**src/rtl/imem_prog_loader_pkg.sv**
```systemverilog
// Shared definitions for the instruction-memory program loader.
// The memory geometry and the frame/pad byte values are also used by the
// processor's inst_mem, so they live here rather than in the loader itself.
package imem_prog_loader_pkg;

  localparam int IMEM_ADDR_W = 4;
  localparam int IMEM_DATA_W = 8;

  localparam logic [IMEM_DATA_W-1:0] DEF_SYNC_BYTE = 8'hA5;
  localparam logic [IMEM_DATA_W-1:0] DEF_HALT_WORD = 8'hFF;

  // Loader sequencing: wait for sync, read length, stream instructions,
  // compare checksum, optionally pad with halts, then run.
  typedef enum logic [2:0] {
    IDLE = 3'd0,
    LEN  = 3'd1,
    DATA = 3'd2,
    CSUM = 3'd3,
    FILL = 3'd4,
    DONE = 3'd5
  } state_t;

endpackage

```
**src/rtl/imem_prog_loader.sv**
```systemverilog
// Instruction-memory program loader.
// Accepts a framed program (SYNC, LEN, LEN instruction bytes, XOR checksum)
// on a valid/ready byte stream, writes it into inst_mem through a registered
// write port, and holds the processor in reset until a frame checks out.
// Build option: define IMEM_PROG_LOADER_HALT_PAD_EN to pad the unwritten tail
// of the memory with HALT_WORD after a good short frame.
module imem_prog_loader
  import imem_prog_loader_pkg::*;
#(
  parameter int                ADDR_W    = IMEM_ADDR_W,
  parameter int                DATA_W    = IMEM_DATA_W,
  parameter logic [DATA_W-1:0] SYNC_BYTE = DEF_SYNC_BYTE,
  parameter logic [DATA_W-1:0] HALT_WORD = DEF_HALT_WORD
) (
  input  logic              clk,
  input  logic              rst,
  input  logic [DATA_W-1:0] in_data,
  input  logic              in_valid,
  output logic              in_ready,
  output logic              imem_we,
  output logic [ADDR_W-1:0] imem_waddr,
  output logic [DATA_W-1:0] imem_wdata,
  output logic              cpu_rst,
  output logic              load_done,
  output logic              load_err
);

  localparam int DEPTH = 2 ** ADDR_W;
  // Depth expressed at the byte width (for the LEN range check) and at the
  // address-counter width (which is one bit wider so it can hold DEPTH).
  localparam logic [DATA_W-1:0] DEPTH_B = DATA_W'(DEPTH);
  localparam logic [ADDR_W:0]   DEPTH_A = (ADDR_W + 1)'(DEPTH);

  state_t state, state_next;

  logic [ADDR_W:0]   count;
  logic [ADDR_W:0]   addr;
  logic [DATA_W-1:0] csum;

  logic              we_q;
  logic              xfer;
  logic              we_next;
  logic [DATA_W-1:0] wdata_next;
  logic              err_set;
  logic              err_clr;
  logic              len_load;
  logic              data_step;
  logic              fill_step;

  // The loader stalls the stream only while padding; ready also drops while
  // rst is held so nothing is consumed during reset.
  assign in_ready = rst & (state != FILL);
  assign xfer     = in_valid & in_ready;

  // A write pulse already in flight is suppressed as soon as rst is asserted,
  // so a reset mid-frame never lets one more byte reach inst_mem.
  assign imem_we  = we_q & rst;

  // Next-state and per-cycle actions of the frame sequencer.
  always_comb begin
    state_next = state;
    we_next    = 1'b0;
    wdata_next = in_data;
    err_set    = 1'b0;
    err_clr    = 1'b0;
    len_load   = 1'b0;
    data_step  = 1'b0;
    fill_step  = 1'b0;
    case (state)
      IDLE: begin
        if (xfer && (in_data == SYNC_BYTE)) begin
          err_clr    = 1'b1;
          state_next = LEN;
        end
      end
      LEN: begin
        if (xfer) begin
          if ((in_data == '0) || (in_data > DEPTH_B)) begin
            err_set    = 1'b1;
            state_next = IDLE;
          end else begin
            len_load   = 1'b1;
            state_next = DATA;
          end
        end
      end
      DATA: begin
        if (xfer) begin
          we_next   = 1'b1;
          data_step = 1'b1;
          // addr holds the index of the byte being accepted now.
          if ((addr + 1'b1) == count) begin
            state_next = CSUM;
          end
        end
      end
      CSUM: begin
        if (xfer) begin
          if (in_data == csum) begin
`ifdef IMEM_PROG_LOADER_HALT_PAD_EN
            if (count < DEPTH_A) begin
              state_next = FILL;
            end else begin
              state_next = DONE;
            end
`else
            state_next = DONE;
`endif
          end else begin
            err_set    = 1'b1;
            state_next = IDLE;
          end
        end
      end
      FILL: begin
        // One halt word per cycle from LEN up to the last address.
        we_next    = 1'b1;
        wdata_next = HALT_WORD;
        fill_step  = 1'b1;
        if (addr == (DEPTH_A - 1'b1)) begin
          state_next = DONE;
        end
      end
      DONE: begin
        if (xfer && (in_data == SYNC_BYTE)) begin
          state_next = LEN;
        end
      end
      default: begin
        state_next = IDLE;
      end
    endcase
  end

  // Control registers and the registered inst_mem write port.
  always_ff @(posedge clk) begin
    if (!rst) begin
      state      <= IDLE;
      cpu_rst    <= 1'b1;
      load_done  <= 1'b0;
      load_err   <= 1'b0;
      we_q       <= 1'b0;
      imem_waddr <= '0;
      imem_wdata <= '0;
    end else begin
      state     <= state_next;
      // The processor runs only while the loader sits in DONE; leaving DONE
      // on a new sync byte re-asserts its reset on the same edge.
      cpu_rst   <= (state_next != DONE);
      load_done <= (state_next == DONE);
      if (err_set) begin
        load_err <= 1'b1;
      end else if (err_clr) begin
        load_err <= 1'b0;
      end
      we_q <= we_next;
      if (we_next) begin
        imem_waddr <= addr[ADDR_W-1:0];
        imem_wdata <= wdata_next;
      end
    end
  end

  // Frame datapath: byte counter, write address and running XOR checksum.
  // These are always re-initialised by the LEN byte before use.
  always_ff @(posedge clk) begin
    if (len_load) begin
      count <= in_data[ADDR_W:0];
      addr  <= '0;
      csum  <= '0;
    end else if (data_step) begin
      addr  <= addr + 1'b1;
      csum  <= csum ^ in_data;
    end else if (fill_step) begin
      addr  <= addr + 1'b1;
    end
  end

endmodule

```
**config.mk**
```make
export PLATFORM = sky130hd
export DESIGN_NAME = imem_prog_loader
export DESIGN_NICKNAME = d
export VERILOG_FILES = /design/src/rtl/imem_prog_loader_pkg.sv /design/src/rtl/imem_prog_loader.sv
export SDC_FILE = /design/constraint.sdc
export NUM_CORES = 1
export LEC_CHECK = 0
export ABC_AREA = 1
export CAP_MARGIN = 20
export CORE_MARGIN = 1
export CORE_UTILIZATION = 30
export DETAILED_ROUTE_END_ITERATION = 10
export PLACE_DENSITY_LB_ADDON = 0.2
export SYNTH_ARGS = -nofsm -noshare
export SYNTH_HDL_FRONTEND = slang
export SYNTH_SLANG_ARGS = --single-unit
```
**constraint.sdc**
```tcl
create_clock -name clk -period 4.5 [get_ports clk]
set_input_delay 0.45 -clock clk [delete_from_list [all_inputs] [get_ports clk]]
set_output_delay 0.45 -clock clk [all_outputs]
set_load 0.02 [all_outputs]
```
# ---- After elaboration in Yosys (flattened, before gate mapping)
# Cells that the tools add are included.
dict set report totals {
  register_bits 37
  inputBits 11
  out_inout_bits 17
  word_cells 63
}
dict set report op_classes {
  addsub 1
  magnitude_cmp 1
  n_eq_ne 12
  n_mux 28
  bitwise_logic 4
  reduce_logical 7
}
# operator n
set op_table {}
lappend op_table {{3-bit two-way mux} 7}
lappend op_table {{3-bit one-hot mux with 5 select lines} 1}
lappend op_table {{1-bit two-way mux} 14}
lappend op_table {{5-bit two-way mux} 2}
lappend op_table {{3-bit equality test (second input constant)} 3}
lappend op_table {{8-bit equality test} 1}
lappend op_table {{8-bit equality test (second input constant)} 1}
lappend op_table {{8-bit by 5-bit greater-than comparator with 1-bit output (second input constant)} 1}
lappend op_table {{8-bit zero test} 1}
lappend op_table {{8-bit two-way mux} 1}
lappend op_table {{8-bit XOR} 1}
lappend op_table {{3-bit by 2-bit equality test with 1-bit output (second input constant)} 2}
lappend op_table {{3-bit inequality test (second input constant)} 2}
lappend op_table {{5-bit by 1-bit adder with 5-bit output (second input constant)} 1}
lappend op_table {{5-bit by 4-bit equality test with 1-bit output (second input constant)} 1}
lappend op_table {{5-bit equality test} 1}
lappend op_table {{1-bit one-hot mux with 2 select lines} 2}
lappend op_table {{2-bit nonzero test} 2}
lappend op_table {{1-bit AND} 3}
lappend op_table {{3-bit by 1-bit equality test with 1-bit output (second input constant)} 1}
lappend op_table {{3-bit zero test} 1}
lappend op_table {{2-bit two-way mux} 1}
lappend op_table {{2-bit OR reduction} 1}
lappend op_table {{1-bit logical AND} 1}
lappend op_table {{1-bit logical OR} 1}

# ---- Logic depth before layout (Yosys ltp)
# Gate-level depths: netlist of the first run.
dict set report depth {
  ltp_word 8
  mapped_depth 13
  mapped_depth_nobuf 13
}

# ---- Worst setup path before layout of the first run
# No wires, ideal clock.
dict set report synth_path {
  kind {reg-to-reg}
  start {reg addr[0]}
  end {reg cpu_rst}
  t_arrival_ns 1.498
  t_required_ns 4.387
  setup_slack_ns 2.889
  stages_incl_launch_ff 13
  n_path_buf 0
  cell_sequence {dfxtp_1 -> ha_1 -> nand2_1 -> nor2_1 -> ha_1 -> inv_1 -> nand2_1 -> nand2_1 -> nand3_1 -> nor2_1 -> nand3_1 -> nand3_1 -> nand2_1}
}
dict set report synth_between {
  elab_chain_cells 6
  elab_cells_between_ends 8
}
# element line
set synth_lines {}
lappend synth_lines {{start: declaration} imem_prog_loader.sv:37} ;# logic [ADDR_W:0] addr;
lappend synth_lines {{start signal: assignment} imem_prog_loader.sv:172} ;# addr <= addr + 1'b1;
lappend synth_lines {{start signal: assignment} imem_prog_loader.sv:175} ;# addr <= addr + 1'b1;
lappend synth_lines {{5-bit by 1-bit adder with 5-bit output} imem_prog_loader.sv:92} ;# if ((addr + 1'b1) == count) begin
lappend synth_lines {{5-bit equality test} imem_prog_loader.sv:92}
lappend synth_lines {{3-bit two-way mux} imem_prog_loader.sv:92}
lappend synth_lines {{3-bit two-way mux} imem_prog_loader.sv:88} ;# if (xfer) begin
lappend synth_lines {{3-bit one-hot mux with 5 select lines (*)} imem_prog_loader.sv:69} ;# case (state)
lappend synth_lines {{3-bit inequality test (*)} imem_prog_loader.sv:149} ;# cpu_rst <= (state_next != DONE);
lappend synth_lines {{end signal: assignment} imem_prog_loader.sv:149}
lappend synth_lines {{end: declaration} imem_prog_loader.sv:23} ;# output logic cpu_rst,
# Every way passes the cells marked *; elsewhere a longest branch is shown, timed or not.
# A chain may end at the register's enable or synchronous reset.

# ---- Final worst setup path of the first run
dict set report layout_path {
  start {in rst}
  end {out imem_we}
}
dict set report layout_between {
  elab_chain_cells 1
}
# element line
set layout_lines {}
lappend layout_lines {{start: declaration} imem_prog_loader.sv:16} ;# input logic rst,
lappend layout_lines {{1-bit AND} imem_prog_loader.sv:57} ;# assign imem_we = we_q & rst;
lappend layout_lines {{end: declaration} imem_prog_loader.sv:20} ;# output logic imem_we,
# Every way passes these cells.

==> metrics.txt, run 1 <==
post-synth net total=274; first-pass GRT wire length=6980 um; Worst R2R Start=addr[0]; clock sinks=37; Slew Limit Fails=0; DRC=0; Synth Register Bits=37; WP data required=4.05 ns; initial antenna violation count=0; CP Launch Type=input pin; chip height=79.9 um; Switching Share=23.4%; top_reg_cell synth=dfxtp_1; share of cells above drive strength 1=4.48%; most used cell, CP=clkdlybuf4s50_1; FILL cells=647; Detailed Route WL=3990 um; clk root buf=clkbuf_8; synth warn=0; pre-CTS setup slack=2.17 ns; clock latency on the worst-skew pair=0.29 ns; reg2reg setup slack=2.62 ns; worst vdd ir=0.120 mV; count leader, synth=nand2_1; dominant cell type by area after synthesis=dfxtp_1; crit path DAT=1.86 ns; Post-synth EDFFs=5; GR Util All Layers=14.4%; Chip Width=79.9 um; CTS Buffer Depth=2; CTS tree=yes; HPWL after DPL=2920 um; P_leak=1.00 nW; CTS Hold Bufs=0; Rows=28; switching power=140 uW; wire per inst=10.9 um; # port buffers=27; top cell type's share of synthesized area=35.2%; endpoints failing setup=0; Clock Pin Slew Worst Setup and Hold Paths=0.07 ns; sequential power share=56.8%; Highest Clock Rate=433 MHz; vias per cell=4.47; drt pass-1 iters=4; Ports=28; GPL Wtd Cong=0.788; placed insts=357; Final Hold Vio Count=0; Avg Inst Size Synth=6.98 sq um; Crit Path Max Fanout=9; Slowest-stage cell, CP=clkdlybuf4s50_1; top post-synthesis cells by area=dfxtp_1 (35%), nand2_1 (15%), a21oi_1 (9.6%); number of global-route vias before repair=1,518; RSZ-0062 raised after global routing=false; Finished Cell Area=0.00222 sq mm; post-synthesis sequential area ratio=43.4%; critical path's largest stage delay=0.67 ns; hold path start=addr[4]; Worst R2R End=state[0]; P_int=456 uW; Min-Delay Path Class=register to register; Final Cycle Share=51.3%; Cell variety after synth=25; final worst-path setup slack=2.19 ns; post-cts gate resize count=0; grt ovf=0; Final nets=302; clk_skew=0.00517 ns; Hold Path Depth=2; final cell count without fillers=365; die area=0.00639 sq mm; FFs w/ async S/R, synth=0%; Final TNS setup=0 ns; Max-Cap Viols=0; antenna cells=0; most frequent cells after synthesis=nand2_1 (72), inv_1 (39), a21oi_1 (35); DR vias=1,633; area growth from synthesis to layout=21.7%; Tmin final=2.31 ns; CTS Buf Count=5; Worst Setup End Kind=output port; post-CTS setup buffer count=0; CTS H-tree lvls=2; placed cell areas=0.00214 sq mm; clock power share=37.1%; Min Hold Slack=0.464 ns; total core area=0.00589 sq mm; Slew HR=56.2%; FF+latch area=791 sq um; worst r2r path cells=13; Starting Density=31.0%; crit-path cells=clkdlybuf4s50_1, nand2_1, inv_1, clkdlybuf4s50_1; critical path type=input pin to output port; antenna viol nets, final=0; cell count after synthesis=261; status=completed; Power Density=268 mW/mm^2; Mapped Area=0.00182 sq mm; area of the multi-input gates=825 sq um; DRT iter0 DRCs=92; WHS Endpoint=addr[4]; Comb pwr share=6.2%; worst slew pin tran=0.654 ns; pin count of the biggest net entering global routing=20
## cell type report
type / count / area share (%)
multi-input combinational: 177 / 37.2
inverter: 41 / 7.05
clock buffer: 5 / 3.10
tap: 75 / 4.23
timing repair buffer: 27 / 12.2
clock inverter: 3 / 0.564
sequential: 37 / 35.7
## metal layers
| layer | part of all wire, % | up-vias | routed length, um | track usage, % |
|---|---|---|---|---|
| li1 | - | 877 | - | - |
| met5 | 0 | - | 0 | 0 |
| met3 | 4.2 | 8 | 167 | 5.14 |
| met1 | 50 | 713 | 2000 | 18.4 |
| met2 | 43 | 35 | 1730 | 22.0 |
| met4 | 2.2 | 0 | 89 | 5.71 |
## power by group through the flow
stage,logic (mW),clock network [mW],registers (mW)
2_1_floorplan,0.0192,0,0.345
3_3_place_gp,0.0370,0,0.346
3_5_place_dp,0.0371,0,0.345
4_1_cts,0.0373,0.233,0.338
5_1_grt,0.0420,0.255,0.338
6_report,0.0367,0.221,0.338
## layout by cell type, fill, tap and decap left out, drive strengths merged
master and count:
nand2 73, inv 41, a21oi 35, nor2 33, dfxtp 32, clkdlybuf4s50 27
nand3 15, o21ai 8, clkbuf 5, edfxtp 5, nand4 4, clkinv 3
xor2 2, ha 2, nor3 2, a21boi 1, xnor2 1, nand3b 1
## critical path: cells and delay by family
kind | cells | cell delay (ns)
buffers and inverters | 3 | 1.32
and+or+nand+nor | 1 | 0.09
## sequential cells by signal (all words and copies together), names as in the netlist
register    flops
addr            5
count           5
cpu_rst         1
csum            8
imem_waddr      4
imem_wdata      8
load_done       1
load_err        1
state           3
we_q            1
## stage by stage
step                      power, mW  util [%]
final                         0.595      37.7
after global routing          0.635      37.7
after CTS                     0.608      37.7
after detailed placement      0.383      36.3
after global placement        0.383      36.3
after floorplan               0.364         -
## how the worst max path moves through the flow
stage | startpoint | endpoint | slack, ns | cells after the start
floorplan | addr[0] | cpu_rst | 2.89 | 12
global placement | rst | addr[0] | 2.16 | 8
detailed placement | rst | addr[0] | 2.17 | 8
CTS | rst | imem_we | 2.17 | 4
global route | rst | imem_we | 2.12 | 4
finish | rst | imem_we | 2.19 | 4
## cell families (layout without fill, tap and decap cells)
group,count (synthesis),after routing,share of synthesized area (%)
flops,37,37,43.4
fa+ha+maj,2,2,1.37
buf+inv,47,76,11.3
compound gates,44,44,12.2
simple gates,128,128,30.2
xor+xnor,3,3,1.44
(Power assumes the default switching activity.)
==> run 2: changes to the inputs <==
Clock period 4.5 ns to 2.3 ns, I/O delays scaled along.
==> run 2 against run 1 <==
Against the previous run:
- sequential share of layout area down 1.1 points
- largest power group unchanged
- via count grew 1.3%
- sequential cell count is the same
- critical path type is now register to register
==> metrics.txt, run 2 (synthesis results as in run 1) <==
Slew HR=69.6%; worst slew pin tran=0.456 ns; endpoints failing setup=0; Regs by FF count=csum: 8 flops, imem_wdata: 8 flops; pre-CTS setup slack=0.382 ns; critical path's largest stage delay=0.44 ns; clk_skew=0.00560 ns; worst r2r path cells=13; WHS Endpoint=addr[4]; pin count of the biggest net entering global routing=20; WP data required=2.54 ns; Clock Pin Slew Worst Setup and Hold Paths=0.07 ns; DRT iter0 DRCs=84; Crit Path Max Fanout=6; CTS H-tree lvls=2; CTS Hold Bufs=0; GPL Wtd Cong=0.779; Slew Limit Fails=0; vias per cell=4.46; Worst R2R End=state[0]; reg2reg setup slack=0.42 ns; Top Family by Delay on Critical Path=simple AND/OR/NAND/NOR gates; Highest Clock Rate=532 MHz; RSZ-0062 raised after global routing=false; commonest non-fill, non-tap cell in the layout=nand2_1; area growth from synthesis to layout=25.5%; crit path DAT=2.12 ns; leading cell types in the layout, fill and taps excluded=nand2_1 (72), inv_1 (39), a21oi_1 (35); Final nets=308; most used cell, CP=nand2_1; Max-Cap Viols=0; clk root buf=clkbuf_8; Rows=28; total core area=0.00589 sq mm; DR vias=1,654; Tmin final=1.88 ns; crit-path cells=ha_1, nand2_1, nor2_1, ha_1, inv_1, nand2_1, nand2_1, nand3_1, nor2_1, nand3_1, nand3_1, nand2_1, inv_1; post-cts gate resize count=0; Bufs and invs on worst path=2; final worst-path setup slack=0.420 ns; post-CTS setup buffer count=0; drt pass-1 iters=4; clock latency on the worst-skew pair=0.30 ns; initial antenna violation count=0; Slowest-stage cell, CP=dfxtp_1; Final Hold Vio Count=0; area of the multi-input gates=825 sq um; Chip Width=79.9 um; total power=1.29 mW; status=completed; Worst Setup End Kind=register; hold path start=addr[4]; CTS tree=yes; Detailed Route WL=4090 um; Starting Density=31.0%; grt ovf=0; Hold Path Depth=2; antenna cells=0; CP Launch Type=register; antenna viol nets, final=0; chip height=79.9 um; first-pass GRT wire length=6880 um; # port buffers=27; Final TNS setup=0 ns; critical path type=register to register; CTS Buf Count=5; DRC=0; die area=0.00639 sq mm; Worst R2R Start=addr[1]; Final Cycle Share=81.7%; Power Density=565 mW/mm^2; clock sinks=37; CTS Buffer Depth=2; Ports=28; number of global-route vias before repair=1,385; Min-Delay Path Class=register to register; P_leak=1.04 nW; FILL cells=653; GR Util All Layers=14.5%; worst vdd ir=0.381 mV; HPWL after DPL=2990 um; wire per inst=11.0 um; FF+latch area=791 sq um; share of cells above drive strength 1=6.42%
run 2: metrics by stage:
stage | hold slack, ns | area (sq um) | instances | util (%)
after floorplan | 0.329 | 1820 | 261 | -
after global placement | 0.445 | 2180 | 363 | 37.1
after detailed placement | 0.453 | 2180 | 363 | 37.1
after CTS | 0.464 | 2290 | 371 | 38.9
after global routing | 0.487 | 2290 | 371 | 38.9
final | 0.460 | 2290 | 371 | 38.9
run 2: power breakdown:
| part | internal (mW) | total [mW] | leakage (nW) | switching (mW) |
|---|---|---|---|---|
| Clock | 0.320 | 0.554 | 0.0528 | 0.234 |
| Combinational | 0.0334 | 0.0773 | 0.685 | 0.0439 |
| Sequential | 0.657 | 0.660 | 0.303 | 0.00271 |
| Total | 1.01 | 1.29 | 1.04 | 0.281 |
run 2: worst max path at each step:
stage	startpoint	to	cells after the start
after floorplan	addr[0]	cpu_rst	12
after global placement	rst	addr[0]	8
after detailed placement	rst	addr[0]	8
after CTS	rst	imem_we	4
after global routing	addr[1]	state[0]	13
final	addr[1]	state[0]	13
run 2: tightest hold or removal path, delay by kind of cell, from the launching register on:
kind / cells / cell delay, ns
DFF: 1 / 0.30
buffers and inverters: 1 / 0.06
AOI/OAI and AO/OA: 1 / 0.06
run 2: cell type report:
cell class,instances,share of cell area [%]
multi-input cells,177,36.1
well taps,75,4.10
flip-flops and latches,37,34.6
repair buffers,33,13.8
clock inverters,2,1.48
clock buffers,6,3.17
inverters,41,6.84
run 2: per-layer routing:
metal	vias up	GRT usage (%)	share of wire [%]
li1	889	-	-
met1	724	18.9	51
met2	36	22.1	43
met3	5	5.37	5.1
met4	0	4.29	0.88
met5	-	0	0
==> run 3: changes to the inputs <==
Clock period 2.3 ns to 1.56 ns, I/O delays scaled along.
==> run 3 against run 2 <==
Against the previous run:
- the flow now finishes with violations (setup timing)
- wire length increased by 10%
- clock skew increased by 0.0041 ns
- sequential share of layout area down 3.6 points
- fmax up 16%
- first-iteration DRC count is 37% lower
- worst setup slack lost 0.48 ns
- global-route usage rose by 1.1 points
- die area did not move
- critical path depth down 1
- via count up 7.8%
- clock power is 30% higher
- clock-buffer cell count increased by 1
- critical path type unchanged
- largest cell class unchanged
- largest power group unchanged
==> metrics.txt, run 3 (synthesis results as in run 1) <==
crit-path cells=ha_4, nand2_2, nor2_1, ha_1, inv_2, nand2_1, nand2_1, nand3_2, nor2_2, nand3_2, nand3_2, nand2_1; placed insts=395; Tmin final=1.62 ns; DRC=0; final worst-path setup slack=-0.0565 ns; Bufs and invs on worst path=1; number of global-route vias before repair=1,689; clk root buf=clkbuf_8; Rows=28; Final Hold Vio Count=0; placed cell areas=0.00244 sq mm; Max-Cap Viols=0; first-pass GRT wire length=7620 um; # port buffers=27; initial antenna violation count=0; HPWL after DPL=3370 um; status=complete, but fails checks; CTS Buffer Depth=2; Worst R2R Start=addr[0]; drt pass-1 iters=4; critical path's largest stage delay=0.34 ns; worst r2r path cells=12; Slew HR=85.4%; WP data required=1.74 ns; pre-CTS setup slack=-0.150 ns; Detailed Route WL=4510 um; Top Family by Delay on Critical Path=simple AND/OR/NAND/NOR gates; wire per inst=11.2 um; clk_skew=0.00971 ns; Crit Path Max Fanout=2; Power Density=722 mW/mm^2; endpoints failing setup=3; CTS tree=yes; Final nets=340; Worst R2R End=cpu_rst; CP Launch Type=register; grt ovf=0; DR vias=1,783; Highest Clock Rate=619 MHz; Slowest-stage cell, CP=dfxtp_2; share of cells above drive strength 1=19.8%; area growth from synthesis to layout=40.9%; Worst Setup End Kind=register; final cell count without fillers=403; Min-Delay Path Class=register to register; leading cell types in the layout, fill and taps excluded=nand2_1 (70), inv_1 (37), buf_4 (37); critical path type=register to register; clock latency on the worst-skew pair=0.29 ns; die area=0.00639 sq mm; worst slew pin tran=0.218 ns; Chip Width=79.9 um; RSZ-0062 raised after global routing=true; Min Hold Slack=0.469 ns; post-CTS setup buffer count=0; commonest non-fill, non-tap cell in the layout=nand2_1; Ports=28; reg2reg setup slack=-0.06 ns; critical path depth=12; Slew Limit Fails=0; Critical Path Sink=cpu_rst; total core area=0.00589 sq mm; CTS Hold Bufs=0; chip height=79.9 um; total power=1.85 mW; GR Util All Layers=15.6%; antenna viol nets, final=0; CTS Buf Count=5; failing checks=setup timing; pin count of the biggest net entering global routing=20; FILL cells=619; antenna cells=0; Starting Density=31.0%; P_leak=1.20 nW; Regs by FF count=csum: 8 flops, imem_wdata: 8 flops; Clock Pin Slew Worst Setup and Hold Paths=0.08 ns; clock sinks=37; DRT iter0 DRCs=53; vias per cell=4.42; GPL Wtd Cong=0.821; Finished Cell Area=0.00257 sq mm; worst vdd ir=0.466 mV; crit path DAT=1.80 ns; Final Cycle Share=104%; CP Launch Point=addr[0]; CTS H-tree lvls=2
[run 3: changes by cell type in the layout (fill, tap and decap cells not counted), moves of 3 or more]
cell,previous run,this run
dfxtp_2,0,3
nand3_2,0,3
nand3_1,14,11
dfxtp_1,32,29
buf_4,6,37
[run 3: how the worst min path moves through the flow]
stage | depth (start not counted) | from | end
6_report | 2 | imem_wdata[7] | imem_wdata[7]
5_1_grt | 4 | rst | state[0]
4_1_cts | 2 | imem_wdata[7] | imem_wdata[7]
3_5_place_dp | 2 | addr[4] | addr[4]
3_3_place_gp | 2 | imem_wdata[2] | imem_wdata[2]
2_1_floorplan | 0 | in_data[0] | count[0]
[run 3: repair_timing]
action,CTS,global route
gates resized for setup,4,10
hold endpoints to repair,0,0
pin swaps,0,2
endpoints found under the setup margin,5,13
[run 3: metrics by stage]
step | utilization, % | TNS [ns]
5_1_grt | 43.6 | -0.579
2_1_floorplan | - | 0
4_1_cts | 43.2 | -0.0277
3_5_place_dp | 41.4 | -2.48
6_report | 43.6 | -0.150
3_3_place_gp | 41.4 | -2.21
[run 3: layout make-up]
type	instances	area, sq um	area share, %
repair buffers	65	566	22.0
multi-input cells	177	862	33.6
inverters	41	156	6.09
clock inverters	1	7.51	0.293
flip-flops and latches	37	795	31.0
well taps	75	93.8	3.66
clock buffers	7	86.3	3.36
[run 3: tightest hold or removal path: stages (launching register included)]
cell     delay, ns
dfxtp_1       0.32
nand2_1       0.06
a21oi_1       0.05
[run 3: per-layer routing]
layer	track usage (%)	part of all wire, %	up-vias
li1	-	-	957
met3	3.54	4.1	8
met4	6.43	2.0	0
met1	18.9	47	779
met2	26.4	47	39
met5	0	0	-
[run 3: report_power, final]
group          leakage, nW  internal [mW]  switching (mW)
Sequential           0.303          0.969         0.00345
Combinational        0.854         0.0836          0.0780
Clock               0.0445          0.360           0.358
